<file path="config.mk">
export PLATFORM = sky130hd
export DESIGN_NAME = clk_div_cfg_ctrl
export DESIGN_NICKNAME = d
export VERILOG_FILES = /design/src/rtl/clk_div_cfg_ctrl.sv
export SDC_FILE = /design/constraint.sdc
export NUM_CORES = 1
export LEC_CHECK = 0
export CAP_MARGIN = 0
export CORE_ASPECT_RATIO = 1.2
export CORE_MARGIN = 10
export CORE_UTILIZATION = 38
export CTS_CLUSTER_DIAMETER = 150
export DETAILED_ROUTE_END_ITERATION = 16
export HOLD_SLACK_MARGIN = 0.08
export SLEW_MARGIN = 10
export SYNTH_ARGS = -nofsm -noshare
export SYNTH_HDL_FRONTEND = slang
export SYNTH_SLANG_ARGS = --single-unit
</file>
<file path="constraint.sdc">
create_clock -name p_clk -period 4.43 [get_ports p_clk]
set_input_delay 0.886 -clock p_clk [delete_from_list [all_inputs] [get_ports p_clk]]
set_output_delay 0.886 -clock p_clk [all_outputs]
set_load 0.1 [all_outputs]
</file>
<file path="src/rtl/clk_div_cfg_ctrl.sv">
// Per-domain clock-divider controller: registered enable strobe and divided phase with glitch-free divide updates.
// Optional strobe counter output ce_cnt_o is built when CLK_DIV_CTRL_CE_CNT_EN is defined.
module clk_div_cfg_ctrl #(
   parameter int DIV_WIDTH = 4,
   parameter int CNT_WIDTH = 16
) (
   input  logic                 p_clk,
   input  logic                 p_rst,
   input  logic [DIV_WIDTH-1:0] reg_div_i,
   input  logic                 reg_tog_i,
   input  logic                 reg_cken_i,
   input  logic                 reg_icg_on_i,
   output logic                 ce_o,
   output logic                 clk_ph_o,
   output logic [DIV_WIDTH-1:0] div_act_o,
   output logic                 upd_pend_o,
   output logic                 upd_done_o,
   output logic [1:0]           state_dbg_o
`ifdef CLK_DIV_CTRL_CE_CNT_EN
   ,
   output logic [CNT_WIDTH-1:0] ce_cnt_o
`endif
);

   typedef enum logic [1:0] {
      ST_OFF  = 2'd0,
      ST_RUN  = 2'd1,
      ST_PEND = 2'd2
   } state_e;

   state_e               state_q, state_d;
   logic [DIV_WIDTH-1:0] cnt_q, cnt_d;
   logic [DIV_WIDTH-1:0] div_act_q, div_act_d;
   logic [DIV_WIDTH-1:0] div_shadow_q, div_shadow_d;
   logic                 tog_q, tog_d;
   logic                 ce_q, ce_d;
   logic                 ph_q, ph_d;
   logic                 done_q, done_d;
   logic                 en;
   logic                 tog_rise;
   logic                 wrap;
   logic                 start;

   always_comb begin
      en           = reg_cken_i & reg_icg_on_i;
      tog_rise     = reg_tog_i & ~tog_q;
      wrap         = (cnt_q == div_act_q);
      state_d      = state_q;
      cnt_d        = cnt_q;
      div_act_d    = div_act_q;
      div_shadow_d = div_shadow_q;
      tog_d        = reg_tog_i;
      ce_d         = 1'b0;
      done_d       = 1'b0;
      start        = 1'b0;

      case (state_q)
         ST_OFF: begin
            cnt_d = '0;
            if (en) begin
               div_act_d = reg_div_i;
               state_d   = ST_RUN;
               start     = 1'b1;
            end
         end
         ST_RUN: begin
            if (!en) begin
               state_d = ST_OFF;
               cnt_d   = '0;
            end else begin
               ce_d  = wrap;
               cnt_d = wrap ? '0 : cnt_q + DIV_WIDTH'(1);
               // A request landing on a wrap is shadowed and applied at the following wrap.
               if (tog_rise) begin
                  div_shadow_d = reg_div_i;
                  state_d      = ST_PEND;
               end
            end
         end
         ST_PEND: begin
            if (!en) begin
               state_d = ST_OFF;
               cnt_d   = '0;
            end else begin
               ce_d = wrap;
               if (wrap) begin
                  cnt_d     = '0;
                  div_act_d = div_shadow_q;
                  done_d    = 1'b1;
                  state_d   = tog_rise ? ST_PEND : ST_RUN;
               end else begin
                  cnt_d = cnt_q + DIV_WIDTH'(1);
               end
               if (tog_rise) div_shadow_d = reg_div_i;
            end
         end
         default: begin
            state_d = ST_OFF;
            cnt_d   = '0;
         end
      endcase

      ph_d = ph_q ^ ce_d;
   end

   always_ff @(posedge p_clk) begin
      if (p_rst) begin
         state_q      <= ST_OFF;
         cnt_q        <= '0;
         div_act_q    <= '0;
         div_shadow_q <= '0;
         tog_q        <= 1'b0;
         ce_q         <= 1'b0;
         ph_q         <= 1'b0;
         done_q       <= 1'b0;
      end else begin
         state_q      <= state_d;
         cnt_q        <= cnt_d;
         div_act_q    <= div_act_d;
         div_shadow_q <= div_shadow_d;
         tog_q        <= tog_d;
         ce_q         <= ce_d;
         ph_q         <= ph_d;
         done_q       <= done_d;
      end
   end

   assign ce_o        = ce_q;
   assign clk_ph_o    = ph_q;
   assign div_act_o   = div_act_q;
   assign upd_pend_o  = (state_q == ST_PEND);
   assign upd_done_o  = done_q;
   assign state_dbg_o = state_q;

`ifdef CLK_DIV_CTRL_CE_CNT_EN
   logic [CNT_WIDTH-1:0] ce_cnt_q, ce_cnt_d;

   always_comb begin
      ce_cnt_d = ce_cnt_q;
      if (start) begin
         ce_cnt_d = '0;
      end else if (ce_d && (ce_cnt_q != {CNT_WIDTH{1'b1}})) begin
         ce_cnt_d = ce_cnt_q + CNT_WIDTH'(1);
      end
   end

   always_ff @(posedge p_clk) begin
      if (p_rst) ce_cnt_q <= '0;
      else       ce_cnt_q <= ce_cnt_d;
   end

   assign ce_cnt_o = ce_cnt_q;
`else
   logic unused_start;
   assign unused_start = start;
`endif

endmodule

</file>
== Word-level counts from Yosys, hierarchy flattened ==
Cells that the tools add are included.
Cells by class
  add/sub/neg operators: 1
  equal/unequal tests: 8
  multiplexer cells: 14
  bitwise gates (word level): 7
  reduce and logical (&&, ||, !) cells: 8
Operators with widths (count)
  $mux 2: 6
  $mux 4: 3
  $pmux 4 s2: 1
  $pmux 2 s3: 1
  $reduce_and 3->1: 2
  $add 4x1->4 const B: 1
  $eq 4x4->1: 1
  $ne 2x1->1 const B: 2
  $not 1->1: 4
  $reduce_and 4->1: 1
  $reduce_or 4->1: 1
  $mux 1: 3
  $ne 3x2->1 const B: 1
  $ne 3x3->1 const B: 1
  $reduce_or 3->1: 1
  $and 1x1->1: 2
  $eq 2x1->1 const B: 1
  $eq 2x2->1 const B: 1
  $logic_not 2->1: 1
  $ne 2x2->1 const B: 1
  $reduce_bool 2->1: 1
  $reduce_or 2->1: 1
  $xor 1x1->1: 1
Storage, ports and cells
  register bits after elaboration: 18
  input bits: 9
  output and inout bits: 10
  logic and storage cells: 46

== Logic depth before layout (Yosys ltp) ==
Gate-level depths: netlist of run 1.
  word-level depth: 6
  gate-level depth with buffers: 6
  depth with buffers taken out: 6

== Worst setup path before layout of run 1 ==
OpenSTA, ideal clock, no wires.
  kind: register to register
  start point: reg state_q[1] (netlist: state_dbg_o[1])
  end point: reg div_act_q[0] (netlist: div_act_o[0])
  setup time: 120 ps
  arrival: 2767 ps
  data required time: 4310 ps
  setup slack: 1544 ps
  cell stages (with the launch flop): 5
  path buffers: 0
  clock period less this slack: 2886 ps
  path through: dfxtp_1 -> ha_1 -> nand3_1 -> or2_1 -> o221a_2
On the way
  longest elaborated chain between the ends: 3
  elaborated cells between the ends (all ways): 8
  those cells by class: eq/ne (4); mux (1); reduce/logical (3)
Ends and longest elaborated chain
  start: declaration: line 31  | state_e state_q, state_d;
  start signal: assignment: line 117  | state_q <= state_d;
  $eq 2x2->1 (*)
  net upd_pend_o: line 16  | output logic upd_pend_o,
  $ne 2x1->1 (no line) / $reduce_bool 2->1 (equally long branches)
  $reduce_and 4->1 (no line)
  end signal: assignment: line 119  | div_act_q <= div_act_d;
  end: declaration: line 33  | logic [DIV_WIDTH-1:0] div_act_q, div_act_d;
Mark *: on every way through the listed nets, which the timed path passes. The rest lies on a longest branch.
A chain may end at the register's enable or synchronous reset.

== Final worst setup path of run 1 ==
  start point: reg state_q[1] (netlist: state_dbg_o[1])
  end point: out upd_pend_o
On the way
  longest elaborated chain between the ends: 1
Ends and longest elaborated chain
  $eq 2x2->1: line 131  | assign upd_pend_o = (state_q == ST_PEND);
  end: declaration: line 16
Every way passes these cells.

==> reports/metrics.cfg, run 1 <==
[final_layout]
drive_gt1_share_pct=11.1
fill_cells=206
syn_to_final_growth_pct=30.7
nNetsFinal=123
final_core_util_pct=52.0
diodes=0

[timing]
max_freq_mhz=329
tightest_slew_ns=0.972
finalHoldWorstSlack_ns=0.491
final.period_utilization_pct=68.6
fin_ws_ns=1.39
slew-limit-headroom_pct=35.0
post-route-min-period_ns=3.04
finClkSkew_ns=0.00982
drv_slew=0
rsz0062_at_grt=no
finalSetupViolCount=0
finalHoldViolations=0
finalSetupTns_ns=0

[clock_tree]
cts_root_buffer=clkbuf_4
clk_latency_ns=0.29
cts_hold_buf=0
cts_resized=0
htree_num_levels=1
clkTransAtPathRegs_ns=0.09
cts_buffer_depth=2
cts.sinks=18
cts_made_buffers=3
cts_tree=done
cts_post_setup_buffers_inserted=0

[pwr]
leakage_nw=0.397
ir_drop_mv=0.157
power_density_nw_per_um2=324

[worst_setup_path]
startpoint=state_dbg_o[1]
cp.arrival_ns=2.15
worstPathMaxFanout=5
endpoint_kind=output port
path_class=flip-flop to output port
required_ns=3.54
reg2reg_from=state_dbg_o[1]
startpoint_type=flip-flop

[routing]
via_per_inst=4.89
drt_iter0_markers=12
routedWlPerCell_um=12.5
dr_total_vias=675
drt-pass1-iter-count=4
routed_wirelength_mm=1.73
drc_errors=0
ant_nets=0

[floorplanning]
die-area_um2=4410
fp.dieW_um=62.3
core_area_um2=2050
fp-row-count=18
ioPinCount=19
start_util_pct=39.8
die_h_um=70.8

[place]
post-place-ws_ns=1.72
dp_hpwl_mm=1.41
io_buffers=18
gp_congestion=0.747

[min_path]
hold_class=flip-flop to flip-flop
min_from=clk_ph_o

[logic_synthesis]
yosysUniqueCellTypes=23
synth_top_area_cell=dfxtp_1
seq_area_frac_synth_pct=44.2
synth_cells=87
netlist_area_um2=816
synth.avg_cell_area_um2=9.38
synth_nets=101
yosys_warnings=0
yosysTopAreaCellShare_pct=44.2
ys_ff_latch=18
yosys-top-cells-area=dfxtp_1 44%, nor2_1 9.7%, ha_1 7.7%

[global_route]
grt_pass1_wl_mm=3.00
grt_usage_pct=7.93
grt_pass1_vias=697
grt_antenna_before_repair=0
grt_max_degree=17
overflow=0

[run_status]
status=complete, no violations

[run]
drv_cap=0

cell type report:
type / count / area, um^2 / area share [%]
multi-input combinational: 66 / 444 / 41.7
sequential: 18 / 360 / 33.8
timing repair buffer: 18 / 180 / 16.9
tap: 30 / 37.5 / 3.52
clock buffer: 4 / 36.3 / 3.40
inverter: 2 / 7.51 / 0.704
power by group:
part	switching, mW	total, mW	internal [mW]
combinational	0.0503	0.0751	0.0248
sequential	0.00447	0.171	0.167
clock	0.0495	0.0995	0.0500
total	0.104	0.346	0.242
registers in the layout (all words and copies together), names as in the netlist:
| register | cells |
|---|---|
| cnt_q | 4 |
| div_act_o | 4 |
| div_shadow_q | 4 |
| state_dbg_o | 2 |
| ce_o | 1 |
| clk_ph_o | 1 |
| tog_q | 1 |
| upd_done_o | 1 |
routing by layer:
layer	GRT usage [%]	vias up	routed length, um
li1	-	344	-
met1	8.70	312	772
met4	4.48	0	27
met3	2.20	4	84
met2	13.5	15	841
met5	0	-	0
critical path: stages, from the launching register on:
cell	delay, ns
dfxtp_1	0.42
ha_1	0.28
clkdlybuf4s50_1	1.17
metrics by stage:
step,std cells,power [mW],cell area [um^2]
CTS,138,0.351,1070
finish,138,0.346,1070
floorplan,87,0.227,816
detailed placement,134,0.251,1030
global placement,134,0.250,1030
global route,138,0.362,1070
path summary, 6_finish.rpt:
kind	to	slack (ns)	cells after the start
setup / recovery	upd_pend_o	1.39	2
hold / removal	clk_ph_o	0.49	2
setup reg to reg	div_shadow_q[2]	2.67	6
hold reg to reg	clk_ph_o	0.49	2
kinds of logic (layout without fill, tap and decap cells):
family / after synthesis / after routing / synth area share [%]
flops: 18 / 18 / 44.2
compound gates: 11 / 11 / 10.6
buf+inv: 3 / 24 / 1.38
fa+ha+maj: 5 / 5 / 7.67
mux: 6 / 6 / 7.36
simple gates: 38 / 38 / 22.4
xor+xnor: 6 / 6 / 6.44
synthesized netlist by cell type:
cell,n
a21oi_1,3
inv_1,2
clkbuf_1,1
nand4b_1,1
nor2_1,21
nand2_1,4
nand2b_1,1
and3_2,1
or4_1,1
ha_1,5
nand4_2,1
mux2i_1,6
or3_2,1
xnor2_1,5
a221o_2,1
dfxtp_1,18
o221a_2,4
nand3_1,3
or2_1,1
o21ai_0,3
nor3_1,1
xor2_1,1
nor2b_1,2
layout by cell type, fill, tap and decap left out, drive strengths merged, types with 2 or more instances in the layout:
cell type and instances:
o221a 4, nand3 3, nand2 4, a21oi 3
o21ai 3, nor2b 2, clkdlybuf4s50 18, inv 2
xnor2 5, ha 5, nor2 21, mux2i 6
clkbuf 4, dfxtp 18
(Power assumes the default switching activity.)
==> run 2, diff against run 1 <==
clock period = 2.9 ns   (was 4.43 ns; I/O delays follow)
==> reports/metrics.cfg, run 2 (same netlist as run 1, synthesis figures left out) <==
[clock_tree]
cts_made_buffers=3  ; unchanged
clkTransAtPathRegs_ns=0.10  ; was 0.09 ns
cts_tree=done  ; unchanged
cts_root_buffer=clkbuf_4  ; unchanged
cts_hold_buf=0  ; unchanged
htree_num_levels=1  ; unchanged
cts.sinks=18  ; unchanged
clk_latency_ns=0.29  ; about the same
cts_resized=0  ; unchanged
cts_post_setup_buffers_inserted=0  ; unchanged
cts_buffer_depth=2  ; unchanged

[run]
drv_cap=0  ; unchanged

[routing]
via_per_inst=4.67  ; was 4.89
drc_errors=0  ; unchanged
routed_wirelength_mm=1.66  ; was 1.73 mm
drt-pass1-iter-count=4  ; unchanged
ant_nets=0  ; unchanged
routedWlPerCell_um=11.9  ; was 12.5 um
drt_iter0_markers=8  ; was 12
dr_total_vias=649  ; was 675

[worst_setup_path]
slowest_stage=dfxtp_1  ; was clkdlybuf4s50_1
required_ns=2.32  ; was 3.54 ns
worstPathMaxFanout=5  ; unchanged
critPathTopFamily=buffers and inverters  ; unchanged
path_cells=inv_1, ha_1, buf_4  ; was ha_1, clkdlybuf4s50_1
critPathMaxStageDelay_ns=0.36  ; was 1.17 ns
path_class=flip-flop to output port  ; unchanged
reg2reg_slack_ns=1.17  ; was 2.67 ns
cp.arrival_ns=1.31  ; was 2.15 ns
critPathBufInv=2  ; was 1
startpoint_type=flip-flop  ; unchanged
endpoint_kind=output port  ; unchanged

[global_route]
overflow=0  ; unchanged
grt_max_degree=17  ; unchanged
grt_pass1_vias=681  ; was 697
grt_usage_pct=8.03  ; was 7.93%
grt_pass1_wl_mm=2.99  ; was 3.00 mm
grt_antenna_before_repair=0  ; unchanged

[place]
dp_hpwl_mm=1.36  ; was 1.41 mm
io_buffers=18  ; unchanged
postPlaceCellArea_um2=1010  ; was 1030 um^2
gp_congestion=0.725  ; was 0.747
placed_cells=135  ; was 134

[pwr]
ir_drop_mv=0.287  ; was 0.157 mV
power_density_nw_per_um2=501  ; was 324 nW/um^2
leakage_nw=0.420  ; was 0.397 nW
power.total_mw=0.526  ; was 0.346 mW

[timing]
final.period_utilization_pct=65.1
slew-limit-headroom_pct=72.4  ; was 35.0%
drv_slew=0  ; unchanged
post-route-min-period_ns=1.89
finalSetupViolCount=0  ; unchanged
finClkSkew_ns=0.00583  ; was 0.00982 ns
finalHoldWorstSlack_ns=0.492  ; was 0.491 ns
rsz0062_at_grt=no  ; unchanged
finalSetupTns_ns=0  ; unchanged
max_freq_mhz=529
finalHoldViolations=0  ; unchanged
tightest_slew_ns=0.409  ; was 0.972 ns

[final_layout]
final_cells=139  ; was 138
final_common_cell=nor2_1  ; unchanged
final_area_um2=1050  ; was 1070 um^2
fill_cells=205  ; was 206
drive_gt1_share_pct=21.1  ; was 11.1%
nNetsFinal=124  ; was 123
final_cell_mix=21 x nor2_1, 18 x dfxtp_1, 11 x buf_4, 8 x clkdlybuf4s50_1, 6 x mux2i_1  ; was 21 x nor2_1, 18 x dfxtp_1, 18 x clkdlybuf4s50_1, 6 x mux2i_1
syn_to_final_growth_pct=28.5  ; was 30.7%
diodes=0  ; unchanged

[floorplanning]
ioPinCount=19  ; unchanged
die_h_um=70.8  ; unchanged
fp-row-count=18  ; unchanged
die-area_um2=4410  ; unchanged
core_area_um2=2050  ; unchanged
fp.dieW_um=62.3  ; unchanged
start_util_pct=39.8  ; unchanged

[min_path]
hold_class=flip-flop to flip-flop  ; unchanged

[run_status]
status=complete, no violations  ; unchanged

## run 2: cell count changes in the layout (fill, tap and decap cells not counted)
cell / previous run / this run
clkdlybuf4s50_1: 18 / 8
buf_4: 0 / 11
## run 2: metrics by stage
step                util (%)  worst slack [ns]
floorplan                  -            0.0139
global placement        49.4             0.843
detailed placement      49.4             0.776
CTS                     51.2              1.01
global route            51.2             0.926
finish                  51.2              1.01
## run 2: layer usage
metal  GRT usage [%]  wire length (um)  up-vias
li1                -                 -      343
met1            8.98               774      295
met2            13.7               809        9
met3            2.36                55        2
met4            3.73                19        0
met5               0                 0        -
## run 2: worst paths after layout
check                     to            from  cells after the start
min reg2reg         cnt_q[0]        cnt_q[0]                      1
max               upd_pend_o  state_dbg_o[0]                      3
max reg2reg  div_shadow_q[3]  state_dbg_o[0]                      6
min                 cnt_q[0]        cnt_q[0]                      1
## run 2: report_power, final
part           switching [mW]  internal [mW]
Combinational          0.0758         0.0365
Sequential            0.00697          0.255
Clock                  0.0753         0.0764
## run 2: cell type report
class	instances	area (um^2)	share of cell area, %
clock buffers	4	36.3	3.46
multi-input cells	66	444	42.4
inverters	2	7.51	0.716
flip-flops and latches	18	360	34.4
repair buffers	19	163	15.5
well taps	30	37.5	3.58
==> run 3, diff against run 2 <==
PLACE_DENSITY = 0.66   (was default)
clock period = 1.5 ns   (was 2.9 ns; I/O delays follow)
==> reports/metrics.cfg, run 3 (same netlist as run 1, synthesis figures left out) <==
[routing]
routed_wirelength_mm=1.93  ; was 1.66 mm
drt_iter0_markers=11  ; was 8
drt-pass1-iter-count=2  ; was 4
highest_layer=met4  ; unchanged
wl_met1_um=762  ; was 774 um
drc_errors=0  ; unchanged
via_per_inst=4.73  ; was 4.67
wl_met3_um=113  ; was 55 um
routedWlPerCell_um=12.6  ; was 11.9 um
dr_total_vias=724  ; was 649
wl_met2_mm=1.04  ; was 809 um
ant_nets=0  ; unchanged

[floorplanning]
start_util_pct=39.8  ; unchanged
die-area_um2=4410  ; unchanged
ioPinCount=19  ; unchanged
core_area_um2=2050  ; unchanged
die_h_um=70.8  ; unchanged
fp.dieW_um=62.3  ; unchanged
fp-row-count=18  ; unchanged

[final_layout]
nNetsFinal=138  ; was 124
fill_cells=179  ; was 205
syn_to_final_growth_pct=64.6  ; was 28.5%
drive_gt1_share_pct=41.5  ; was 21.1%
seqCellArea_um2=384  ; was 360 um^2
final_area_um2=1340  ; was 1050 um^2
diodes=0  ; unchanged
multiInputGateArea_um2=484  ; was 444 um^2
final_cell_mix=20 x nor2_1, 15 x buf_4, 11 x dfxtp_1, 10 x buf_12, 8 x clkdlybuf4s50_1  ; was 21 x nor2_1, 18 x dfxtp_1, 11 x buf_4, 8 x clkdlybuf4s50_1, 6 x mux2i_1
final_common_cell=nor2_1  ; unchanged

[worst_setup_path]
r2r_end=state_dbg_o[0]  ; was div_shadow_q[3]
endpoint_kind=flip-flop  ; was output port
cp-endpoint=state_dbg_o[0]  ; was upd_pend_o
cp.arrival_ns=1.65  ; was 1.31 ns
startpoint=div_act_o[3]  ; was state_dbg_o[0]
reg2reg_from=div_act_o[3]  ; was state_dbg_o[0]
startpoint_type=flip-flop  ; unchanged
path_class=flip-flop to flip-flop  ; was flip-flop to output port
required_ns=1.68  ; was 2.32 ns
worstPathMaxFanout=6  ; was 5
reg2reg_slack_ns=0.04  ; was 1.17 ns
ff2ff_path_depth=4  ; was 6

[place]
dp_hpwl_mm=1.55  ; was 1.36 mm
io_buffers=18  ; unchanged
postPlaceCellArea_um2=1260  ; was 1010 um^2
gp_congestion=0.713  ; was 0.725

[pwr]
ir_drop_mv=0.515  ; was 0.287 mV
power_density_nw_per_um2=818  ; was 501 nW/um^2
leakage_nw=0.532  ; was 0.420 nW
power.total_mw=1.10  ; was 0.526 mW

[clock_tree]
clkTransAtPathRegs_ns=0.10  ; about the same
htree_num_levels=1  ; unchanged
cts.sinks=18  ; unchanged
clk_latency_ns=0.28  ; was 0.29 ns
cts_buffer_depth=2  ; unchanged
cts_hold_buf=0  ; unchanged
cts_tree=done  ; unchanged
cts_root_buffer=clkbuf_4  ; unchanged
cts_made_buffers=3  ; unchanged

[min_path]
hold_class=flip-flop to flip-flop  ; unchanged

[timing]
finalSetupViolCount=0  ; unchanged
slew-limit-headroom_pct=81.0  ; was 72.4%
finalHoldViolations=0  ; unchanged
finalHoldWorstSlack_ns=0.517  ; was 0.492 ns
drv_slew=0  ; unchanged
max_freq_mhz=683
tightest_slew_ns=0.282  ; was 0.409 ns
post-route-min-period_ns=1.46
finClkSkew_ns=0.00455  ; was 0.00583 ns
final.period_utilization_pct=97.6

[run_status]
status=complete, no violations  ; unchanged

[global_route]
grt_usage_pct=8.60  ; was 8.03%
overflow=0  ; unchanged
grt_pass1_vias=718  ; was 681
grt_pass1_wl_mm=3.13  ; was 2.99 mm
grt_antenna_before_repair=0  ; unchanged
grt_max_degree=16  ; was 17

[run]
drv_cap=0  ; unchanged

run 3: cell types whose count changed in the layout (fill, tap and decap cells not counted), sizes merged:
| cell | previous run | this run |
|---|---|---|
| buf | 11 | 25 |
run 3: cell type report:
class / count / share of cell area (%)
clock buffer: 4 / 2.70
inverter: 2 / 0.559
multi-input combinational: 66 / 36.1
sequential: 18 / 28.6
tap: 30 / 2.80
timing repair buffer: 33 / 29.3
run 3: worst min-delay path by stage:
stage,cells after the start,end,from,slack [ns]
finish,2,div_shadow_q[0],div_shadow_q[0],0.52
floorplan,1,tog_q,reg_tog_i,0.43
detailed placement,2,div_shadow_q[0],div_shadow_q[0],0.49
global route,2,div_shadow_q[3],div_shadow_q[3],0.55
global placement,2,div_shadow_q[3],div_shadow_q[3],0.47
CTS,2,div_shadow_q[0],div_shadow_q[0],0.52
run 3: where the power goes:
group          switching, mW  internal, mW  total (mW)
registers             0.0120         0.490       0.502
clock network          0.144         0.148       0.292
logic                  0.171         0.133       0.304
total                  0.327         0.770        1.10
run 3: critical path: stages, from the launching register on:
cell and delay, ns:
dfxtp_4 0.37, xnor2_1 0.18, nand4_2 0.22, a221o_2 0.47, mux2i_1 0.12
run 3: per-layer routing:
| layer | track usage [%] | vias up |
|---|---|---|
| met3 | 3.31 | 2 |
| met5 | 0 | - |
| li1 | - | 375 |
| met1 | 8.16 | 335 |
| met2 | 16.4 | 12 |
| met4 | 2.99 | 0 |
run 3: stage by stage:
step	setup WS [ns]	instances	setup TNS, ns	utilization, %
2_1_floorplan	-0.205	87	-1.45	-
3_3_place_gp	-0.135	144	-1.25	61.5
3_5_place_dp	-0.167	144	-1.74	61.5
4_1_cts	0.0199	151	0	64.3
5_1_grt	-0.0300	153	-0.105	65.5
6_report	0.0359	153	0	65.5
run 3: what timing repair did:
| action | in CTS | in global routing |
|---|---|---|
| pin swaps | 0 | 2 |
| resized for setup | 0 | 3 |
| buffers inserted | 3 | 2 |
| endpoints found under the setup margin | 1 | 7 |
